$ cat src/rtl/inst_fetch_queue_pkg.sv
// Shared CPU front-end types: the fetch queue entry and the decoder's output record.
// The fetch queue and the decoder both import this package so they agree on field layout.
package inst_fetch_queue_pkg;

    typedef struct packed {
        logic [31:0] pc;
        logic [31:0] inst;
        logic        fetch_ex;
    } fetch_entry_t;

    typedef enum logic [2:0] {
        OP_ALU,
        OP_LOAD,
        OP_STORE,
        OP_BRANCH,
        OP_JUMP,
        OP_SYSTEM,
        OP_ILLEGAL
    } op_class_t;

    typedef struct packed {
        logic [31:0] pc;
        op_class_t   op_class;
        logic [4:0]  rs;
        logic [4:0]  rt;
        logic [4:0]  rd;
        logic [15:0] imm;
        logic        fetch_ex;
    } decoded_inst_t;

    function automatic fetch_entry_t make_fetch_entry(
        input logic [31:0] pc,
        input logic [31:0] inst,
        input logic        fetch_ex
    );
        fetch_entry_t e;
        e.pc       = pc;
        e.inst     = inst;
        e.fetch_ex = fetch_ex;
        return e;
    endfunction

endpackage

$ cat src/rtl/inst_fetch_queue.sv
// Instruction fetch queue between fetch and decode: a registered FIFO of fetch_entry_t
// with flush for redirects. The head entry is presented combinationally from storage.
module inst_fetch_queue
    import inst_fetch_queue_pkg::*;
#(
    parameter int DEPTH = 8
) (
    input  logic                       clk,
    input  logic                       rst,
    input  logic                       flush,
    input  logic                       in_valid,
    output logic                       in_ready,
    input  logic [31:0]                in_pc,
    input  logic [31:0]                in_inst,
    input  logic                       in_fetch_ex,
    output logic                       out_valid,
    input  logic                       out_ready,
    output logic [31:0]                out_pc,
    output logic [31:0]                out_inst,
    output logic                       out_fetch_ex,
    output logic [$clog2(DEPTH):0]     count
);

    localparam int PW = $clog2(DEPTH);
    localparam int CW = PW + 1;
    localparam logic [CW-1:0] FULL_COUNT = CW'(DEPTH);

    fetch_entry_t  entries [DEPTH];
    fetch_entry_t  head;
    logic [PW-1:0] wr_ptr;
    logic [PW-1:0] rd_ptr;
    logic          push;
    logic          pop;

    // Readiness looks only at registered occupancy, so a full queue never accepts
    // a push even when the decoder drains the head in the same cycle.
    assign in_ready  = (count != FULL_COUNT);
    assign out_valid = (count != '0);
    assign push      = in_valid && in_ready && !flush;
    assign pop       = out_valid && out_ready && !flush;

    assign head         = entries[rd_ptr];
    assign out_pc       = head.pc;
    assign out_inst     = head.inst;
    assign out_fetch_ex = head.fetch_ex;

    always_ff @(posedge clk) begin
        if (push) begin
            entries[wr_ptr] <= make_fetch_entry(in_pc, in_inst, in_fetch_ex);
        end
    end

    // Pointers are exactly PW bits wide, so they wrap from DEPTH-1 to 0 on their own.
    always_ff @(posedge clk) begin
        if (rst || flush) begin
            wr_ptr <= '0;
            rd_ptr <= '0;
            count  <= '0;
        end else begin
            if (push) begin
                wr_ptr <= wr_ptr + PW'(1);
            end
            if (pop) begin
                rd_ptr <= rd_ptr + PW'(1);
            end
            count <= count + CW'(push) - CW'(pop);
        end
    end

endmodule

$ cat config.mk
export PLATFORM = sky130hd
export DESIGN_NAME = inst_fetch_queue
export DESIGN_NICKNAME = d
export VERILOG_FILES = /design/src/rtl/inst_fetch_queue_pkg.sv /design/src/rtl/inst_fetch_queue.sv
export SDC_FILE = /design/constraint.sdc
export NUM_CORES = 1
export LEC_CHECK = 0
export BUFFER_PORTS_ARGS = -buffer_cell sky130_fd_sc_hd__buf_2
export CORE_UTILIZATION = 35
export DETAILED_ROUTE_END_ITERATION = 12
export GPL_ROUTABILITY_DRIVEN = 0
export PLACE_DENSITY = 0.49
export SYNTH_ARGS = -nofsm -noshare
export SYNTH_HDL_FRONTEND = slang
export SYNTH_SLANG_ARGS = --single-unit
export TNS_END_PERCENT = 5
$ cat constraint.sdc
create_clock -name clk -period 14.52 [get_ports clk]
set_input_delay 1.452 -clock clk [delete_from_list [all_inputs] [get_ports clk]]
set_output_delay 1.452 -clock clk [all_outputs]
set_load 0.05 [all_outputs]
# Word level (Yosys, flattened, before mapping)

Memory sizes are Yosys's and may differ from the RTL's. A register that Yosys moved wholly into a read port is not among the register bits.
Index checks and enable logic that the tools add are counted.

Memories: 1
Output and inout bits: 71
Bits in registers: 10
Bits in writable memories: 520

Equality and inequality tests: 1
Muxes and demuxes: 4
Add/sub/neg operators: 4
Reduce and logical (&&, ||, !) cells: 7

Memories:

| name    | words | bits a word | read ports | clocked after Yosys merged registers in | write ports | line                   | source |
|---|---|---|---|---|---|---|---|
| entries | 8     | 65          | 1          | 1                                       | 1           | inst_fetch_queue.sv:28 | `fetch_entry_t entries [DEPTH];` |

Operators with widths:

| kind                                                           | number |
|---|---|
| 3-bit by 1-bit adder with 3-bit output (second input constant) | 2 |
| 3-bit 2-to-1 mux                                               | 2 |
| 4-bit by 1-bit adder with 4-bit output                         | 1 |
| 1-bit logical AND                                              | 4 |
| 4-bit inequality test (second input constant)                  | 1 |
| 4-bit nonzero test                                             | 1 |
| 4-bit by 1-bit subtractor with 4-bit output                    | 1 |
| 1-bit 2-to-1 mux                                               | 2 |
| 1-bit logical NOT                                              | 1 |
| 1-bit logical OR                                               | 1 |

# Logic depth before layout (Yosys ltp)

Depth in word-level cells: 5
Mapped depth: 10
Mapped depth without buffers: 10

# Worst setup path before layout

Ideal clock, no wire load.

Path kind: input port to flip-flop
Start point: input in_valid
End point: memory entries[0][0] (netlist bit) (enable)
Buffers on the path: 0
Slack: 7.467 ns
Arrival: 6.485 ns
Data required time: 13.952 ns
Stages on the path: 3
Path through: inv_1 > or4_1 > nor3_1

Word-level cells in the longest chain between the ends: 4

Ends and longest elaborated chain:

| what                                   | line                   | source |
|---|---|---|
| start: declaration                     | inst_fetch_queue.sv:11 | `input logic in_valid,` |
| 1-bit logical AND (2 in series)        | inst_fetch_queue.sv:39 | `assign push = in_valid && in_ready && !flush;` |
| 1-bit 2-to-1 mux                       | inst_fetch_queue.sv:48 | `if (push) begin` |
| 1-bit 2-to-1 mux (implied by the code) | inst_fetch_queue.sv:49 | `entries[wr_ptr] <= make_fetch_entry(in_pc, in_inst, in_fetch_ex);` |
| end: declaration                       | inst_fetch_queue.sv:28 |  |

No other way between the ends.

==> impl_metrics.csv <==
group,metric,value,unit
timing,grt_setup_unrepaired,"no",
timing,setup_viol,0,
synth,yosysUniqueCellTypes,29,
layout,mostFrequentLayoutCells,"edfxtp_1 (520), buf_2 (140), mux4_2 (130), mux2_2 (65), clkbuf_16 (57)",
layout,layout-drive-gt1-share,42.86,%
cts,cts_tree,"done",
global_route,grt_pass1_vias,9662,
cts,clkSinkCount,533,
critical_path,cpMostUsedCell,"buf_4",
pwr,p_leak,7.406,nW
layout,stdcell_area,0.02364,mm2
critical_path,worstSetupPathType,"reg -> out",
synth,synth_seq_cells,533,
global_route,grt-ovfl-total,0,
die,num_rows,87,
critical_path,crit_required,13.07,ns
timing,finalHoldViolCount,0,
timing,fin_crit_sh,36.23,%
route,wl_per_cell,23.09,um
critical_path,cp.arrival,3.81,ns
route,via_count,8921,
die,pin_count,141,
run,maxCapViolCount,0,
route,post_drt_via_cell_ratio,4.899,
die,die_w,242.2,um
die,die_y,242.2,um
synth,synth_edf_count,520,
synth,yosysWarnings,0,
critical_path,critPathLaunchType,"flop",
layout,post-route-util,41.68,%
layout,nets,1094,
global_route,grt_max_degree,61,
route,drc_errors,0,
route,drt_iter0_drc,531,
pwr,ir_worst_vdd,0.07857,mV
cts,clk_path_buf_depth,3,
critical_path,cp-end-kind,"output port",
route,drt_pre_antenna_iters,4,
route,ant_nets,0,
cts,ctsResizeCount,0,
timing,skew,0.02772,ns
global_route,antenna_found_initial,8,
timing,drv_slew,0,
timing,final.min_clock_period,5.260,ns
critical_path,worstPathMaxFanout,46,
layout,final_common_cell,"edfxtp_1",
cts,cts_setup_buffers,0,
cts,postCtsHoldBufs,0,
cts,cts-root-buf,"clkbuf_16",
synth,synth_fp_nets,911,
die,dieArea,0.05866,mm2
synth,async_flop_share,0,%
cts,h-tree-depth,2,
cts,insertion_delay,0.61,ns
timing,worst_slew_pin_slew,0.9345,ns
critical_path,path_cells,"buf_4, buf_4, mux4_2, mux2_2, buf_2",
place,dp_hpwl,22.61,mm
synth,synth_top_area_share,77.32,%
synth,synth_top_area_cell,"edfxtp_1",
synth,yosys-top-cells-area,"edfxtp_1 (77%), mux4_2 (14%), mux2_2 (3.6%), dfxtp_1 (1.3%), buf_6 (0.61%)",
synth,syn_area,0.02019,mm2
synth,syn-mean-instance-area,24.24,um2
die,initial_core_util,35.61,%
global_route,grt_util_all_layers,14.60,%
global_route,grt_pass1_wl,63.47,mm
cts,clkSlewWorstSetupHoldPaths,0.06,ns
pwr,total_power,3.224,mW
timing,fmax,190.1,MHz
place,place_area,0.02185,mm2
die,core_area,0.05671,mm2
layout,area_growth,17.06,%
timing,setup_tns,0,ns
pwr,powerDensity,136.4,mW/mm2
cts,cts_buffers,56,
route,routed_wirelength,42.05,mm
run_status,status,"complete, no violations",
synth,netlist_instances,833,
timing,hold_slack,0.4973,ns
min_path,hold_class,"reg -> reg",
critical_path,cpMaxStageDelayCell,"buf_4",
synth,ys.flop_type,"edfxtp_1",
place,port_buffers,140,
timing,relSlewSlack,37.70,%
synth,yosysSeqAreaShare,78.61,%
critical_path,cpPeakStageDelay,0.85,ns
## Yosys cell counts, types with 3 or more instances
| cell type | instances |
|---|---|
| a21oi_1 | 11 |
| buf_2 | 4 |
| buf_6 | 11 |
| clkbuf_1 | 20 |
| dfxtp_1 | 13 |
| edfxtp_1 | 520 |
| ha_1 | 7 |
| inv_1 | 9 |
| mux2_2 | 65 |
| mux4_2 | 130 |
| nor2_1 | 8 |
| o21ai_0 | 4 |
| or3_1 | 3 |
| or4_1 | 3 |
## sequential cells by signal (all words and copies together), names as in the netlist, named ones only
register,flops
count,4
entries,520
rd_ptr,3
wr_ptr,3
## worst max-delay path: cells and delay by family, from the launching register on
kind                   cells  cell delay (ns)
DFF                        1             0.56
muxes                      2             0.90
buffers and inverters      3             1.69
## kinds of logic (layout without fill, tap and decap cells)
kind of cell | after synthesis | count (layout) | synth area share, %
flops | 533 | 533 | 78.61
buf+inv | 46 | 277 | 1.289
compound gates | 20 | 20 | 0.5576
xor+xnor | 1 | 1 | 0.04338
fa+ha+maj | 8 | 8 | 0.5328
other cells | 0 | 1 | 0
mux | 196 | 196 | 18.17
simple gates | 29 | 29 | 0.7930
## worst paths after layout
path	startpoint	end	slack, ns	cells after the start
min reg2reg	rd_ptr[2]	rd_ptr[2]	0.50	2
min	rd_ptr[2]	rd_ptr[2]	0.50	2
max	flop	out_pc[13]	9.26	5
max reg2reg	count[2]	entries[7][39]	11.18	8
## routing by layer
metal / wire length (um) / track usage, % / vias up
li1: - / - / 3929
met1: 19490 / 20.10 / 4775
met2: 20000 / 23.27 / 140
met3: 1715 / 3.080 / 63
met4: 754 / 4.542 / 14
met5: 89 / 0 / -
## stage by stage
stage,cells,worst slack [ns]
5_1_grt,1820,8.873
2_1_floorplan,833,7.467
6_report,1821,9.260
4_1_cts,1820,9.035
3_5_place_dp,1714,9.689
3_3_place_gp,1714,9.701
## cell type report
class / instances / area (um2)
fill: 4944 / 33070
sequential: 533 / 15890
multi-input combinational: 254 / 4114
clock buffer: 61 / 1441
tap: 756 / 945.9
timing repair buffer: 162 / 865.8
clock inverter: 45 / 349.1
inverter: 9 / 33.78
antenna: 1 / 2.502
## power breakdown
part           internal [mW]  switching [mW]  total [mW]
Sequential              1.70         0.00370        1.71
Combinational         0.0408          0.0897       0.131
Clock                  0.804           0.584        1.39
No activity file was read; power rests on OpenSTA's default activity.
